--- src/rtl/cbus_pkg.sv ---
// Shared types and constants for the cache-bus arbiter.
// Contents: bus request/response payload structs, arbiter state enum,
// owner encodings. Default widths match the cbus_arbiter parameter
// defaults; the arbiter's latched request register uses these widths.
package cbus_pkg;

    localparam int unsigned CBUS_ADDR_W = 32;
    localparam int unsigned CBUS_DATA_W = 32;
    localparam int unsigned CBUS_LEN_W  = 4;
    localparam int unsigned CBUS_STRB_W = CBUS_DATA_W / 8;

    // Bus-side request payload
    typedef struct packed {
        logic                   valid;
        logic                   is_write;
        logic [CBUS_ADDR_W-1:0] addr;
        logic [CBUS_LEN_W-1:0]  len;
        logic [CBUS_STRB_W-1:0] strobe;
        logic [CBUS_DATA_W-1:0] data;
    } cbus_req_t;

    // Bus-side response beat
    typedef struct packed {
        logic                   ready;
        logic                   last;
        logic [CBUS_DATA_W-1:0] data;
    } cbus_resp_t;

    typedef enum logic [1:0] {
        IDLE   = 2'b00,
        I_BUSY = 2'b01,
        D_BUSY = 2'b10
    } arb_state_t;

    localparam logic [1:0] OWNER_NONE = 2'b00;
    localparam logic [1:0] OWNER_I    = 2'b01;
    localparam logic [1:0] OWNER_D    = 2'b10;

endpackage

--- src/rtl/cbus_arb_fair.sv ---
// Grant selection with I-side starvation protection.
// Ports:
//   clk, rst_n        clock, async active-low reset
//   ireq_valid        I-side request pending
//   dreq_valid        D-side request pending
//   grant_ev          arbiter is able to grant this cycle (IDLE)
//   grant_i, grant_d  one-hot grant decision (combinational)
// D wins by default; after STARVE_LIMIT consecutive D grants with I
// waiting, I is forced ahead once.
module cbus_arb_fair
    import cbus_pkg::*;
#(
    parameter int unsigned STARVE_LIMIT = 4
) (
    input  logic clk,
    input  logic rst_n,
    input  logic ireq_valid,
    input  logic dreq_valid,
    input  logic grant_ev,
    output logic grant_i,
    output logic grant_d
);

    localparam int unsigned CNT_W = (STARVE_LIMIT < 1) ? 1 : $clog2(STARVE_LIMIT + 1);

    logic [CNT_W-1:0] starve_q, starve_d;
    logic             starved_c;

    assign starved_c = (starve_q == CNT_W'(STARVE_LIMIT));

    // Grant decision and starve counter update
    always_comb begin
        grant_i  = 1'b0;
        grant_d  = 1'b0;
        starve_d = starve_q;
        if (grant_ev) begin
            if (starved_c && ireq_valid) begin
                grant_i = 1'b1;
            end else if (dreq_valid) begin
                grant_d = 1'b1;
            end else if (ireq_valid) begin
                grant_i = 1'b1;
            end

            if (grant_i) begin
                starve_d = '0;
            end else if (grant_d) begin
                if (!ireq_valid) begin
                    starve_d = '0;
                end else if (!starved_c) begin
                    starve_d = starve_q + CNT_W'(1);
                end
            end
        end
    end

    always_ff @(posedge clk or negedge rst_n) begin
        if (!rst_n) begin
            starve_q <= '0;
        end else begin
            starve_q <= starve_d;
        end
    end

endmodule

--- src/rtl/cbus_arbiter.sv ---
// Arbiter sharing one external cache bus between I-side and D-side.
// One transaction at a time; request fields are latched at grant and the
// transaction always runs to the bus's last beat. If the owner drops its
// valid mid-burst, the remaining beats are swallowed (discard).
// Ports:
//   clk, reset                 clock, async active-low reset
//   ireq_* / iresp_*           I-side request in, response beats out
//   dreq_* / dresp_*           D-side request in, response beats out
//   creq_*                     bus request out (creq_data is live dreq_data)
//   cresp_*                    bus response beats in
//   owner                      00 none, 01 I, 10 D
// Optional: define CBUS_ARB_PERF_EN to add perf_i_wait, perf_d_wait and
// perf_discard counters.
// ADDR_W/DATA_W/LEN_W must equal the cbus_pkg widths.
module cbus_arbiter
    import cbus_pkg::*;
#(
    parameter int unsigned ADDR_W       = CBUS_ADDR_W,
    parameter int unsigned DATA_W       = CBUS_DATA_W,
    parameter int unsigned LEN_W        = CBUS_LEN_W,
    parameter int unsigned STARVE_LIMIT = 4
) (
    input  logic                  clk,
    input  logic                  reset,
    input  logic                  ireq_valid,
    input  logic [ADDR_W-1:0]     ireq_addr,
    input  logic [LEN_W-1:0]      ireq_len,
    output logic                  iresp_valid,
    output logic                  iresp_last,
    output logic [DATA_W-1:0]     iresp_data,
    input  logic                  dreq_valid,
    input  logic                  dreq_is_write,
    input  logic [ADDR_W-1:0]     dreq_addr,
    input  logic [LEN_W-1:0]      dreq_len,
    input  logic [DATA_W/8-1:0]   dreq_strobe,
    input  logic [DATA_W-1:0]     dreq_data,
    output logic                  dresp_valid,
    output logic                  dresp_last,
    output logic [DATA_W-1:0]     dresp_data,
    output logic                  creq_valid,
    output logic                  creq_is_write,
    output logic [ADDR_W-1:0]     creq_addr,
    output logic [LEN_W-1:0]      creq_len,
    output logic [DATA_W/8-1:0]   creq_strobe,
    output logic [DATA_W-1:0]     creq_data,
    input  logic                  cresp_ready,
    input  logic                  cresp_last,
    input  logic [DATA_W-1:0]     cresp_data,
    output logic [1:0]            owner
`ifdef CBUS_ARB_PERF_EN
    ,
    output logic [31:0]           perf_i_wait,
    output logic [31:0]           perf_d_wait,
    output logic [15:0]           perf_discard
`endif
);

    arb_state_t state_q, state_d;
    cbus_req_t  req_q, req_d;
    cbus_req_t  creq_c;
    cbus_resp_t cresp_c;
    logic       discard_q, discard_d;
    logic [1:0] owner_q, owner_d;
    logic       grant_ev_c, grant_i_c, grant_d_c;
    logic       own_valid_c, suppress_c, beat_c, done_c;

    assign cresp_c.ready = cresp_ready;
    assign cresp_c.last  = cresp_last;
    assign cresp_c.data  = cresp_data;

    assign grant_ev_c = (state_q == IDLE);

    cbus_arb_fair #(
        .STARVE_LIMIT (STARVE_LIMIT)
    ) u_fair (
        .clk        (clk),
        .rst_n      (reset),
        .ireq_valid (ireq_valid),
        .dreq_valid (dreq_valid),
        .grant_ev   (grant_ev_c),
        .grant_i    (grant_i_c),
        .grant_d    (grant_d_c)
    );

    // Next state, request latch and response routing
    always_comb begin
        state_d     = state_q;
        req_d       = req_q;
        discard_d   = discard_q;
        owner_d     = owner_q;
        own_valid_c = 1'b0;
        suppress_c  = 1'b0;
        beat_c      = 1'b0;
        done_c      = 1'b0;
        iresp_valid = 1'b0;
        iresp_last  = 1'b0;
        iresp_data  = '0;
        dresp_valid = 1'b0;
        dresp_last  = 1'b0;
        dresp_data  = '0;

        unique case (state_q)
            IDLE: begin
                if (grant_d_c) begin
                    state_d        = D_BUSY;
                    owner_d        = OWNER_D;
                    req_d.valid    = 1'b1;
                    req_d.is_write = dreq_is_write;
                    req_d.addr     = dreq_addr;
                    req_d.len      = dreq_len;
                    req_d.strobe   = dreq_strobe;
                    req_d.data     = '0;
                    discard_d      = 1'b0;
                end else if (grant_i_c) begin
                    state_d        = I_BUSY;
                    owner_d        = OWNER_I;
                    req_d.valid    = 1'b1;
                    req_d.is_write = 1'b0;
                    req_d.addr     = ireq_addr;
                    req_d.len      = ireq_len;
                    req_d.strobe   = '0;
                    req_d.data     = '0;
                    discard_d      = 1'b0;
                end
            end

            I_BUSY, D_BUSY: begin
                own_valid_c = (state_q == I_BUSY) ? ireq_valid : dreq_valid;
                // A drop in this very cycle already hides the current beat
                suppress_c  = discard_q | ~own_valid_c;
                beat_c      = cresp_c.ready & ~suppress_c;
                done_c      = cresp_c.ready & cresp_c.last;
                if (!own_valid_c) begin
                    discard_d = 1'b1;
                end

                if (state_q == I_BUSY) begin
                    iresp_valid = beat_c;
                    iresp_last  = beat_c & cresp_c.last;
                    iresp_data  = cresp_c.data;
                end else begin
                    dresp_valid = beat_c;
                    dresp_last  = beat_c & cresp_c.last;
                    dresp_data  = cresp_c.data;
                end

                if (done_c) begin
                    state_d     = IDLE;
                    owner_d     = OWNER_NONE;
                    req_d.valid = 1'b0;
                    discard_d   = 1'b0;
                end
            end

            default: begin
                state_d = IDLE;
                owner_d = OWNER_NONE;
            end
        endcase
    end

    // Latched fields go out as-is; write data streams live from D-side
    always_comb begin
        creq_c      = req_q;
        creq_c.data = (state_q == D_BUSY) ? dreq_data : '0;
    end

    assign creq_valid    = creq_c.valid;
    assign creq_is_write = creq_c.is_write;
    assign creq_addr     = creq_c.addr;
    assign creq_len      = creq_c.len;
    assign creq_strobe   = creq_c.strobe;
    assign creq_data     = creq_c.data;
    assign owner         = owner_q;

    always_ff @(posedge clk or negedge reset) begin
        if (!reset) begin
            state_q   <= IDLE;
            req_q     <= '0;
            discard_q <= 1'b0;
            owner_q   <= OWNER_NONE;
        end else begin
            state_q   <= state_d;
            req_q     <= req_d;
            discard_q <= discard_d;
            owner_q   <= owner_d;
        end
    end

`ifdef CBUS_ARB_PERF_EN
    logic [31:0] perf_i_wait_q, perf_d_wait_q;
    logic [15:0] perf_discard_q;

    // Wait-cycle and discarded-transaction counters, all wrapping
    always_ff @(posedge clk or negedge reset) begin
        if (!reset) begin
            perf_i_wait_q  <= '0;
            perf_d_wait_q  <= '0;
            perf_discard_q <= '0;
        end else begin
            if (ireq_valid && (owner_q != OWNER_I)) begin
                perf_i_wait_q <= perf_i_wait_q + 32'd1;
            end
            if (dreq_valid && (owner_q != OWNER_D)) begin
                perf_d_wait_q <= perf_d_wait_q + 32'd1;
            end
            if (done_c && suppress_c) begin
                perf_discard_q <= perf_discard_q + 16'd1;
            end
        end
    end

    assign perf_i_wait  = perf_i_wait_q;
    assign perf_d_wait  = perf_d_wait_q;
    assign perf_discard = perf_discard_q;
`endif

endmodule

--- config.mk ---
export PLATFORM = sky130hd
export DESIGN_NAME = cbus_arbiter
export DESIGN_NICKNAME = d
export VERILOG_FILES = /design/src/rtl/cbus_pkg.sv /design/src/rtl/cbus_arb_fair.sv /design/src/rtl/cbus_arbiter.sv
export SDC_FILE = /design/constraint.sdc
export NUM_CORES = 1
export LEC_CHECK = 0
export CAP_MARGIN = 10
export CORE_AREA = 2 2 112 114
export CTS_CLUSTER_DIAMETER = 80
export DETAILED_ROUTE_END_ITERATION = 8
export DIE_AREA = 0 0 114 116
export GPL_ROUTABILITY_DRIVEN = 0
export PLACE_DENSITY = 0.81
export SKIP_CTS_REPAIR_TIMING = 1
export SLEW_MARGIN = 20
export SYNTH_ARGS = -nofsm -noshare
export SYNTH_HDL_FRONTEND = slang
export SYNTH_HIERARCHICAL = 1
export SYNTH_SLANG_ARGS = --single-unit
--- constraint.sdc ---
create_clock -name clk -period 2.1 [get_ports clk]
set_input_delay 0.42 -clock clk [delete_from_list [all_inputs] [get_ports clk]]
set_output_delay 0.42 -clock clk [all_outputs]
set_load 0.005 [all_outputs]
# ---- Yosys cells after proc, flatten, opt, wreduce, memory -nomap -nowiden
# Index checks and enable logic that the tools add are counted.
dict set report word_totals {
  inputBits 147
  wordCells 73
  out_inout_bits 144
  mem_bits_ro 0
  ram_bits 0
  memories 0
  latch_bits 0
  regBits 48
}
dict set report classes {
  div 0
  reduce_logical 11
  bitwise_logic 6
  muxes 40
  magnitude_cmp 0
  eq_ne 7
  addsub 1
  shifts 0
  multipliers 0
}
# operator count
set op_table {}
lappend op_table {{2-to-1 mux 32 bit} 5}
lappend op_table {{2-to-1 mux 74 bit} 2}
lappend op_table {{2-to-1 mux 1 bit} 23}
lappend op_table {{2-to-1 mux 3 bit} 4}
lappend op_table {{AND reduction 3 bit} 3}
lappend op_table {{2-to-1 mux 2 bit} 3}
lappend op_table {{inequality test 3 bit (second input constant)} 2}
lappend op_table {{nonzero test 2 bit} 3}
lappend op_table {{one-hot mux 1 bit (2 select lines)} 2}
lappend op_table {{one-hot mux 2 bit (2 select lines)} 1}
lappend op_table {{AND reduction 2 bit} 2}
lappend op_table {{adder 3 x 1 -> 3 bit (second input constant)} 1}
lappend op_table {{AND 1 bit} 3}
lappend op_table {{equality test 3 bit (second input constant)} 1}
lappend op_table {{inequality test 3 x 1 -> 1 bit (second input constant)} 1}
lappend op_table {{equality test 2 x 1 -> 1 bit (second input constant)} 1}
lappend op_table {{equality test 2 bit (second input constant)} 1}
lappend op_table {{logical NOT 2 bit} 1}
lappend op_table {{inequality test 2 bit (second input constant)} 1}
lappend op_table {{inverter 1 bit} 2}
lappend op_table {{OR reduction 2 bit} 1}
lappend op_table {{logical AND 1 bit} 1}
lappend op_table {{bitwise OR 1 bit} 1}

# ---- Depth between registers and ports, before layout
dict set report depth {
  depth_word 9
  depth_mapped 10
  mapped_depth_nobuf 7
}

# ---- Cells and area by module
# Netlist, hierarchy kept.
# module cells_per_inst n_inst seq_area_each_um2 area_each_um2
set modules_own_cells {}
lappend modules_own_cells {cbus_arbiter 308 1 1126.1 2787.7}
lappend modules_own_cells {cbus_arb_fair 23 1 75.1 190.2}

# ---- Worst setup path before layout
# Ideal clock, no wire load.
dict set report synth_timing {
  path_kind {register to output}
  from {register owner[0] (netlist name)}
  to {output port dresp_data[0]}
  required_time_ns 1.680
  path_slack_ns 0.304
  path_buffers 1
  path_stages_with_launch 6
  arrival_ns 1.376
  path_cell_list {dfrtp_1 inv_1 ha_1 nor2b_1 clkbuf_1 and2_1}
}
# item line_no
set synth_lines {}
lappend synth_lines {{end, declared} cbus_arbiter.sv:39} ;# output logic [DATA_W-1:0] dresp_data,

==> metrics.md <==
| Metric | Value |
|---|---|
| Seq cells post-synth | `48` |
| Row count | `40` |
| Status | `finished, violations left` |
| Count of cell types in the netlist | `31` |
| Power, Total | `7.934 mW` |
| CTS Sinks | `48` |
| Gr usage total | `19.02%` |
| CTS root buf | `clkbuf_16` |
| Syn nets | `483` |
| Vias | `3559` |
| IO buf count | `290` |
| First-pass GRT wire length | `19200 um` |
| Die Wd | `114 um` |
| Top post-synthesis cells by count | `and2_1 (99), dfrtp_1 (48), nand2_1 (43)` |
| Core box area | `0.01191 mm2` |
| Final period utilization | `110.7%` |
| Syn Area/Cell | `8.997 um2` |
| CP arrival | `1.90 ns` |
| Synth warn | `6` |
| Power density over cell area | `1184 mW/mm2` |
| Non-filler cells, final | `792` |
| Die area | `0.01322 mm2` |
| Failing checks | `setup timing` |
| Setup ws final | `-0.2237 ns` |
| Vias in the first global route | `3539` |
| Ratio of cells with drive above 1 in the final layout | `17.21%` |
| Leading area contributor after synthesis | `dfrtp_1` |
| Critical path type | `flop to output pin` |
| 1st-pass router iterations | `4` |
| CTS Buf Count | `5` |
| H-tree depth | `2` |
| # diodes | `0` |
| Clock-pin slew on the worst setup and hold paths | `0.07 ns` |
| RSZ-0062 raised after global routing | `true` |
| TritonCTS clock tree | `yes` |
| Initial antenna violation count | `0` |
| HP Class | `input port to asynchronous set/reset pin` |
| Type of origin of the critical path | `flop` |
| Via/cell ratio | `4.494` |
| Worst vdd ir | `0.6359 mV` |
| Slew Limit Fails | `0` |
| Routed len/inst | `17.74 um` |
| Fill cells | `1038` |
| WP data required | `1.68 ns` |
| Clk buf depth | `2` |
| Remaining DRCs | `0` |
| Worst clock skew | `0.009127 ns` |
| Max_cap viols | `0` |
| Leak Pwr | `3.915 nW` |
| P&R area growth vs syn | `125.1%` |
| Largest net degree at the start of global routing | `61` |
| Max Fclk | `430.4 MHz` |
| Worst-Skew Late Latency | `0.29 ns` |
| Syn Inst Count | `331` |
| Top cell type's share of synthesized area | `40.34%` |
| Ports | `291` |
| Hold Slack | `0.2323 ns` |
| Crit path max fanout | `5` |
| FFs w/ async S/R, synth | `100.0%` |
| GRT overflow | `0` |
| Worst slew pin tran | `0.6222 ns` |
| Post-synth EDFFs | `0` |
| DP HPWL | `11090 um` |
| Most common cell in the netlist | `and2_1` |
| Number of setup violations in the final report | `35` |
| Primary FF master, synth | `dfrtp_1` |
| Post-Route WL | `14050 um` |
| Min cycle time layout | `2.324 ns` |
| Post-DRT Antenna Nets | `0` |
| Crit. End Element | `output pin` |
| DR iter-0 viols | `163` |
| Final nets | `797` |
| Synth area leaders | `dfrtp_1 (40%), and2_1 (21%), mux2i_1 (12%)` |
| Relative slew margins | `58.52%` |
| Mapped cell area | `0.002978 mm2` |
| Die height | `116 um` |
| Seq/Total Area, Yosys | `40.34%` |
| Number of instances in the placed design | `768` |
| Initial Util | `25.00%` |
| Place WS | `-0.2397 ns` |
| Fin. Hold Viols | `0` |
==> per-layer routing <==
layer / GRT usage (%) / part of all wire, % / up-vias
met5: 0 / 0 / -
met4: 5.854 / 2.2 / 0
met3: 5.492 / 8.9 / 18
met2: 34.56 / 51 / 187
met1: 21.61 / 38 / 1639
li1: - / - / 1715
==> sequential cells by signal (all words and copies together), names as in the netlist <==
register	count
creq_is_write	1
creq_strobe	4
discard_q	1
creq_valid	1
creq_addr	32
owner	2
u_fair/starve_q	3
creq_len	4
==> logic make-up after synthesis <==
| family | count (synthesis) | synth area share, % |
|---|---|---|
| buf+inv | 31 | 5.294 |
| mux | 37 | 12.48 |
| simple gates | 150 | 27.90 |
| fa+ha+maj | 5 | 2.101 |
| flops | 48 | 40.34 |
| compound gates | 60 | 11.89 |
==> power by group <==
group | switching, mW | total [mW] | leakage, nW | internal, mW
registers | 0.242 | 1.61 | 0.599 | 1.37
clock network | 0.343 | 0.775 | 0.0657 | 0.433
logic | 2.21 | 5.55 | 3.25 | 3.34
total | 2.80 | 7.93 | 3.91 | 5.14
==> stage by stage <==
step	area [um2]	util (%)	TNS (ns)
CTS	6307	52.95	-31.34
global placement	6170	51.80	-5.161
global route	6703	56.27	-7.324
finish	6703	56.27	-5.875
floorplan	2978	-	0
detailed placement	6170	51.80	-9.157
==> final timing paths <==
kind	from	end	slack, ns	depth (start not counted)
min reg2reg	creq_len[2]$_DFFE_PN0P_	creq_len[2]$_DFFE_PN0P_	0.48	2
max	owner[1]$_DFFE_PN0P_	dresp_data[8]	-0.22	9
max reg2reg	owner[1]$_DFFE_PN0P_	creq_addr[11]$_DFFE_PN0P_	0.20	8
min	reset	creq_addr[12]$_DFFE_PN0P_	0.23	2
max in group asynchronous	reset	discard_q$_DFFE_PN0P_	1.43	2
min in group clk	creq_len[2]$_DFFE_PN0P_	creq_len[2]$_DFFE_PN0P_	0.48	2
==> area by class of cell <==
cell class / count / area [um2] / area share [%]
clock buffer: 5 / 125.1 / 1.867
multi-input combinational: 252 / 1724 / 25.72
sequential: 48 / 1201 / 17.92
inverter: 8 / 30.03 / 0.4480
tap: 147 / 183.9 / 2.744
clock inverter: 2 / 12.51 / 0.1867
timing repair buffer: 330 / 3426 / 51.11
==> cell usage in the layout, fill, tap and decap left out, types with 3 or more instances in the layout <==
master,synthesis,final
o21ai_1,3,3
ha_4,0,3
clkbuf_2,3,22
o21ai_0,36,36
a21oi_1,6,6
buf_12,0,7
a22o_1,5,5
clkbuf_16,0,8
dlymetal6s2s_1,0,64
buf_4,2,24
inv_1,8,6
and2_4,0,15
and2_1,99,84
clkdlybuf4s50_1,0,189
nand2_1,43,43
mux2i_1,36,36
buf_6,3,18
dfrtp_1,48,48
==> critical path, stage by stage (launching register included) <==
cell,delay [ns]
dfrtp_1,0.40
inv_2,0.10
buf_12,0.11
ha_4,0.19
nor2b_4,0.13
buf_12,0.12
buf_4,0.14
clkbuf_16,0.15
and2_1,0.16
clkbuf_2,0.12
Note: power is estimated with default switching activity, not from simulation.
